--- config.mk ---
export PLATFORM = sky130hd
export DESIGN_NAME = if_prefetch_queue
export DESIGN_NICKNAME = d
export VERILOG_FILES = /design/src/rtl/if_prefetch_queue.sv
export SDC_FILE = /design/constraint.sdc
export NUM_CORES = 1
export LEC_CHECK = 0
export CAP_MARGIN = 20
export CORE_MARGIN = 2
export CORE_UTILIZATION = 35
export DETAILED_ROUTE_END_ITERATION = 12
export GPL_TIMING_DRIVEN = 1
export PLACE_DENSITY_LB_ADDON = 0.15
export SYNTH_ARGS = -nofsm -noshare
export SYNTH_HDL_FRONTEND = slang
export SYNTH_SLANG_ARGS = --single-unit
--- constraint.sdc ---
create_clock -name clk -period 3.9 [get_ports clk]
set_clock_uncertainty 0.15 [all_clocks]
set_input_delay 0.78 -clock clk [delete_from_list [all_inputs] [get_ports clk]]
set_output_delay 0.78 -clock clk [all_outputs]
set_load 0.01 [all_outputs]
--- src/rtl/if_prefetch_queue.sv ---
// Instruction-fetch prefetch queue: keeps up to DEPTH sequential fetches ahead of decode,
// with one outstanding memory request and flush/redirect on taken branches.
module if_prefetch_queue #(
  parameter int unsigned       ADDR_W   = 32,
  parameter int unsigned       DATA_W   = 32,
  parameter int unsigned       DEPTH    = 4,
  parameter logic [ADDR_W-1:0] RESET_PC = '0
) (
  input  logic                     clk,
  input  logic                     rst,
  input  logic                     freeze,
  input  logic                     branch_taken,
  input  logic [ADDR_W-1:0]        branch_address,
  output logic                     imem_req,
  output logic [ADDR_W-1:0]        imem_addr,
  input  logic                     imem_ack,
  input  logic [DATA_W-1:0]        imem_rdata,
  output logic                     out_valid,
  output logic [ADDR_W-1:0]        out_pc,
  output logic [DATA_W-1:0]        out_instruction,
  output logic [$clog2(DEPTH):0]   count
);

  localparam int unsigned PtrW = $clog2(DEPTH);
  localparam int unsigned CntW = PtrW + 1;
  localparam logic [CntW-1:0]   Full = CntW'(DEPTH);
  localparam logic [ADDR_W-1:0] Step = ADDR_W'(4);

  typedef enum logic [1:0] {SIdle, SReq, SDiscard} state_e;

  state_e            state_q, state_d;
  logic [ADDR_W-1:0] fetch_pc_q, fetch_pc_d;
  logic [ADDR_W-1:0] req_addr_q, req_addr_d;
  logic [PtrW-1:0]   wr_ptr_q, wr_ptr_d;
  logic [PtrW-1:0]   rd_ptr_q, rd_ptr_d;
  logic [CntW-1:0]   count_q, count_d;
  logic              armed_q;

  logic [ADDR_W-1:0] pc_mem   [DEPTH];
  logic [DATA_W-1:0] data_mem [DEPTH];

  logic              push, pop;
  logic [CntW-1:0]   count_after;
  logic [ADDR_W-1:0] next_pc;

  always_comb begin
    pop         = (count_q != '0) && !freeze && !branch_taken;
    push        = (state_q == SReq) && imem_ack && !branch_taken;
    count_after = count_q + CntW'(push) - CntW'(pop);
    next_pc     = req_addr_q + Step;
  end

  always_comb begin
    state_d    = state_q;
    fetch_pc_d = fetch_pc_q;
    req_addr_d = req_addr_q;
    wr_ptr_d   = wr_ptr_q;
    rd_ptr_d   = rd_ptr_q;
    count_d    = count_q;

    if (branch_taken) begin
      wr_ptr_d = '0;
      rd_ptr_d = '0;
      count_d  = '0;
    end else begin
      if (push) wr_ptr_d = wr_ptr_q + PtrW'(1);
      if (pop)  rd_ptr_d = rd_ptr_q + PtrW'(1);
      count_d = count_after;
    end

    unique case (state_q)
      SIdle: begin
        if (branch_taken) begin
          fetch_pc_d = branch_address;
          req_addr_d = branch_address;
          state_d    = SReq;
        end else if (armed_q && (count_q < Full)) begin
          req_addr_d = fetch_pc_q;
          state_d    = SReq;
        end
      end
      SReq: begin
        if (branch_taken) begin
          fetch_pc_d = branch_address;
          // Without an ack the old request is still in flight and must be drained first.
          if (imem_ack) req_addr_d = branch_address;
          else          state_d    = SDiscard;
        end else if (imem_ack) begin
          fetch_pc_d = next_pc;
          if (count_after < Full) req_addr_d = next_pc;
          else                    state_d    = SIdle;
        end
      end
      SDiscard: begin
        if (branch_taken) fetch_pc_d = branch_address;
        if (imem_ack) begin
          req_addr_d = branch_taken ? branch_address : fetch_pc_q;
          state_d    = SReq;
        end
      end
      default: state_d = SIdle;
    endcase
  end

  // armed_q holds off the first request by one cycle after reset release.
  always_ff @(posedge clk or negedge rst) begin
    if (!rst) begin
      state_q    <= SIdle;
      fetch_pc_q <= RESET_PC;
      req_addr_q <= RESET_PC;
      wr_ptr_q   <= '0;
      rd_ptr_q   <= '0;
      count_q    <= '0;
      armed_q    <= 1'b0;
    end else begin
      state_q    <= state_d;
      fetch_pc_q <= fetch_pc_d;
      req_addr_q <= req_addr_d;
      wr_ptr_q   <= wr_ptr_d;
      rd_ptr_q   <= rd_ptr_d;
      count_q    <= count_d;
      armed_q    <= 1'b1;
    end
  end

  always_ff @(posedge clk) begin
    if (push) begin
      pc_mem[wr_ptr_q]   <= next_pc;
      data_mem[wr_ptr_q] <= imem_rdata;
    end
  end

  always_comb begin
    imem_req        = (state_q != SIdle);
    imem_addr       = req_addr_q;
    out_valid       = (count_q != '0);
    out_pc          = out_valid ? pc_mem[rd_ptr_q] : '0;
    out_instruction = out_valid ? data_mem[rd_ptr_q] : '0;
    count           = count_q;
  end

endmodule
Yosys cells after proc, flatten, opt, wreduce, memory -nomap -nowiden
Memory sizes are Yosys's and may differ from the RTL's.
Cells that the tools add are included.
- $lt $le $gt $ge: 2
- muxes and demuxes: 29
- reductions and logical operators: 18
- add/sub/neg operators: 5
- eq/ne operators: 9
- operator list (operator ; count):
    $mux 32 ; 12
    $pmux 32 s3 ; 1
    $pmux 32 s2 ; 1
    $add 32x3->32 const B ; 1
    $mux 2 ; 11
    $ne 3x3->1 const B ; 4
    $reduce_and 5->1 ; 2
    $reduce_bool 2->1 ; 4
    $lt 3x3->1 const B ; 2
    $pmux 2 s3 ; 1
    $reduce_bool 3->1 ; 2
    $logic_and 1x1->1 ; 5
    $add 2x1->2 const B ; 2
    $ne 2x2->1 const B ; 2
    $add 3x1->3 ; 1
    $mux 3 ; 1
    $ne 3x2->1 const B ; 1
    $sub 3x1->3 ; 1
    $eq 2x1->1 const B ; 1
    $eq 2x2->1 const B ; 1
    $logic_not 1->1 ; 2
    $logic_not 2->1 ; 1
    $mux 1 ; 2
    $reduce_and 2->1 ; 1
    $reduce_or 2->1 ; 1
- memories kept: 2
- bits in registers: 74
- output and inout port bits: 101
- RAM bits: 256
- bits of input ports: 69
- logic and storage cells: 72
- memory list (memory ; depth ; bits a word ; read ports ; clocked after memory_dff ; wr ports ; line ; source):
    data_mem ; 4 ; 32 ; 1 ; 0 ; 1 ; 40 ; logic [DATA_W-1:0] data_mem [DEPTH];
    pc_mem ; 4 ; 32 ; 1 ; 0 ; 1 ; 39 ; logic [ADDR_W-1:0] pc_mem [DEPTH];

Logic depth before layout (Yosys ltp)
- word-level depth: 10
- gate-level depth with buffers: 18
- mapped depth without buffers: 14

Least setup slack after synthesis
No wires, ideal clock.
- path type: in2reg
- start: input imem_ack
- end: register req_addr_q[25] (netlist: imem_addr[25])
- setup slack: -0.446 ns
- required time: 3.615 ns
- stages on the path: 16
- library setup time: 0.135 ns
- arrival time: 4.061 ns
- cells stage by stage: clkbuf_1 > o21ai_1 > nor2_1 > inv_1 > clkbuf_1 > ha_1 > inv_1 > ha_1 > inv_1 > fa_1 > xnor3_1 > o211ai_1 > o211a_1 > clkbuf_1 > clkbuf_1 > o22ai_1
- longest elaborated chain between the ends: 7
- elaborated cells on any way between the ends: 9
- classes of those cells: add/sub: 2; order compare: 1; eq/ne: 3; reduce/logical: 3
- ends and longest elaborated chain (item ; line ; source):
    from (decl) ; 16 ; input logic imem_ack,
    $logic_and 1x1->1 (2 in series) ; 48 ; push = (state_q == SReq) && imem_ack && !branch_taken;
    $add 3x1->3 ; 49 ; count_after = count_q + CntW'(push) - CntW'(pop);
    $sub 3x1->3 ; 49 ;
    $lt 3x3->1 ; 90 ; if (count_after < Full) req_addr_d = next_pc;
    $ne 3x2->1 (no source line) ; - ;
    $reduce_and 5->1 (no source line) (*) ; - ;
    to (signal assigned) ; 118 ; req_addr_q <= req_addr_d;
    to (decl) ; 33 ; logic [ADDR_W-1:0] req_addr_q, req_addr_d;
Every way passes the cells marked *; elsewhere a longest branch is shown, timed or not.
A chain may end at the register's enable or synchronous reset.

Worst setup path after layout
- start: register rd_ptr_q[0]
- end: output out_pc[26]
- longest elaborated chain between the ends: 2
- ends and longest elaborated chain (item ; line ; source):
    from (decl) ; 35 ; logic [PtrW-1:0] rd_ptr_q, rd_ptr_d;
    from (signal assigned) ; 120 ; rd_ptr_q <= rd_ptr_d;
    $mem_v2 4x32 ; - ;
    $mux 32 ; 137 ; out_pc = out_valid ? pc_mem[rd_ptr_q] : '0;
    to (decl) ; 19 ; output logic [ADDR_W-1:0] out_pc,
No other way between the ends.

==> results.json <==
{
  "dp_hpwl_mm": 24.4,
  "final_layout_size_suffix_gt1_share_pct": 15.5,
  "yosysWarnings": 0,
  "cts-htree-levels": 2,
  "syn_area_um2": 14300,
  "post-route-cell-area_um2": 18000,
  "yosysUniqueCellTypes": 63,
  "gp_congestion": 0.797,
  "async_reset_ff_share_pct": 22.4,
  "initial_utilization_pct": 35.2,
  "synth_seq_cells": 330,
  "peakVddDrop_uv": 377,
  "ctsHoldBuffers": 0,
  "end_kind": "output pin",
  "drc": 0,
  "fillerInstances": 3646,
  "yosysSeqAreaShare_pct": 66.6,
  "wl_mm": 37.4,
  "grt_max_degree": 65,
  "io_buffer_count": 169,
  "die_w_um": 206,
  "place_area_um2": 16800,
  "setup_viol": 0,
  "fin_setup_tns_ns": 0,
  "cp-startpoint": "rd_ptr_q[0]",
  "num_vias": 8875,
  "gr-usage-all-layers_pct": 17.9,
  "dr.pass1.iters": 5,
  "start_kind": "register",
  "viasPerCell": 5.25,
  "final_nets": 1206,
  "placementRows": 74,
  "cp_max_fo": 23,
  "rsz0062_at_grt": "false",
  "cp.required_ns": 2.97,
  "grt_pass1_vias": 9254,
  "utilization_pct": 44.3,
  "die_height_um": 206,
  "hold_viol": 0,
  "grt_pass1_wl_mm": 57.0,
  "cts_tree": "built",
  "diodes": 0,
  "clk_pin_slew_ns": 0.06,
  "drt_iter0_drc": 541,
  "period_minus_slack_ns": 3.60,
  "synth-edff-count": 256,
  "num_io_pins": 170,
  "clkSinkCount": 330,
  "path_class": "register to output pin",
  "clock_path_buffers": 3,
  "worstMarginPinSlew_ns": 0.954,
  "holdCritPathClass": "input port to async pin",
  "cap_viol_max_count": 0,
  "power_density_nw_per_um2": 772,
  "fmax_mhz": 278,
  "antenna_found_initial": 0,
  "drv_slew": 0,
  "overflow": 0,
  "synth_cells": 947,
  "drt-wirelength-per-cell_um": 22.2,
  "ant_nets": 0,
  "die_area_um2": 42600,
  "critPathArrivalTime_ns": 2.67,
  "r2r-start": "state_q[1]",
  "power_leakage_nw": 6.07,
  "post_cts.repair.setup_buffers": 0,
  "synth_ff_type": "edfxtp_1",
  "syn_avg_cell_area_um2": 15.1,
  "clock_latency_ns": 0.54,
  "status": "complete, no violations",
  "root_buffer": "clkbuf_16",
  "finalCritPeriodShare_pct": 92.2,
  "synth_nets": 1024,
  "cts_buffers": 38,
  "slew-limit-headroom_pct": 35.8,
  "cts_resized": 0,
  "syn_to_final_growth_pct": 25.7,
  "coreArea_um2": 40600
}
[cells in the mapped netlist (3+ instances only)]
| library cell | instances | area [µm²] |
|---|---|---|
| buf_1 | 6 | 22.5 |
| o22ai_1 | 30 | 188 |
| xor2_1 | 13 | 114 |
| ha_1 | 7 | 87.6 |
| clkbuf_1 | 48 | 180 |
| o22a_1 | 20 | 175 |
| mux4_2 | 64 | 1440 |
| inv_1 | 20 | 75.1 |
| nand3_1 | 18 | 90.1 |
| o211ai_1 | 5 | 37.5 |
| nand2_1 | 41 | 154 |
| or4_1 | 3 | 22.5 |
| o31a_1 | 6 | 52.6 |
| dfrtp_1 | 74 | 1850 |
| a21oi_1 | 39 | 195 |
| a31oi_1 | 9 | 56.3 |
| or3_1 | 5 | 31.3 |
| buf_2 | 8 | 40.0 |
| o2bb2ai_1 | 6 | 52.6 |
| nor2b_1 | 7 | 43.8 |
| nor3_1 | 8 | 40.0 |
| nor2_1 | 48 | 180 |
| xnor2_1 | 18 | 158 |
| a221oi_1 | 7 | 61.3 |
| nor4_1 | 3 | 18.8 |
| edfxtp_1 | 256 | 7690 |
| o31ai_1 | 5 | 37.5 |
| and2_1 | 77 | 482 |
| and4_1 | 3 | 26.3 |
| o21ai_0 | 27 | 135 |
| and3_1 | 5 | 31.3 |
| nand4_1 | 3 | 18.8 |
| o21a_1 | 19 | 143 |
[final cells by class]
cell class	instances	area, µm²	share of cell area (%)
tap	532	666	3.70
inverter	20	75.1	0.417
multi-input combinational	533	4470	24.8
sequential	330	9550	53.0
clock inverter	21	145	0.806
timing repair buffer	206	2070	11.5
clock buffer	48	1020	5.67
[sequential cells by signal, indices dropped and copies added, names as in the netlist]
name	flops
data_mem	128
pc_mem	128
fetch_pc_q	32
imem_addr	32
count	3
rd_ptr_q	2
state_q	2
wr_ptr_q	2
armed_q	1
[kinds of logic after synthesis]
group | share of synthesized area [%]
XOR/XNOR | 2.05
AO/OA/AOI/OAI | 9.01
multiplexers | 10.2
AND/OR/NAND/NOR | 9.03
adder cells (fa/ha/maj) | 0.751
other | 0.0262
buffers and inverters | 2.32
flip-flops | 66.6
[metrics by stage]
step,total power [mW],cells,hold WS (ns),worst slack (ns)
after CTS,14.1,1690,0.224,0.232
after detailed placement,10.7,1621,0.392,0.00876
after global placement,10.6,1621,0.379,0.0193
after floorplan,8.11,947,0.334,0.0417
final,13.9,1690,0.212,0.304
after global routing,14.7,1690,0.273,0.119
[critical path, cell delays in order (launching register included)]
cell and delay (ns):
dfrtp_4 0.42, buf_4 0.43, mux4_2 0.56, and2_1 0.17
clkdlybuf4s50_1 0.53
[metal layers]
metal	GRT usage (%)	routed length, µm
met5	0	0
met4	4.08	594
met3	4.23	2060
met2	29.2	17900
met1	24.4	16900
[power breakdown]
group | total [mW] | switching [mW] | internal (mW)
Clock | 3.36 | 1.43 | 1.93
Sequential | 5.18 | 0.548 | 4.63
Combinational | 5.36 | 2.70 | 2.66
Total | 13.9 | 4.68 | 9.21
[worst paths after layout]
check                      slack, ns        endpoint  depth (start not counted)
setup / recovery                0.30      out_pc[26]                          4
hold / removal                  0.21  fetch_pc_q[19]                          1
setup reg to reg                0.65    imem_addr[1]                         14
hold reg to reg                 0.41  fetch_pc_q[18]                          2
max in group asynchronous       2.67  fetch_pc_q[29]                          2
min in group clk                0.41  fetch_pc_q[18]                          2
[placed cells by master, fill, tap and decap left out, drive strengths merged, types with 6 or more instances in the layout]
cell | netlist | routed
nor4 | 6 | 6
a31oi | 9 | 9
o21a | 19 | 19
o21ai | 29 | 29
xnor2 | 18 | 18
o2bb2ai | 6 | 6
nand3 | 19 | 19
buf | 16 | 39
nand2 | 41 | 41
a221oi | 7 | 7
edfxtp | 256 | 256
o22a | 20 | 20
mux4 | 64 | 64
dfrtp | 74 | 74
a21oi | 39 | 39
clkbuf | 48 | 48
o22ai | 30 | 30
o31a | 6 | 6
nor3 | 9 | 9
clkinv | 0 | 15
xor2 | 13 | 13
inv | 20 | 22
clkdlybuf4s50 | 0 | 167
ha | 7 | 7
and2 | 77 | 77
nor2 | 48 | 48
nor2b | 7 | 7
No activity file was read; power rests on OpenSTA's default activity.
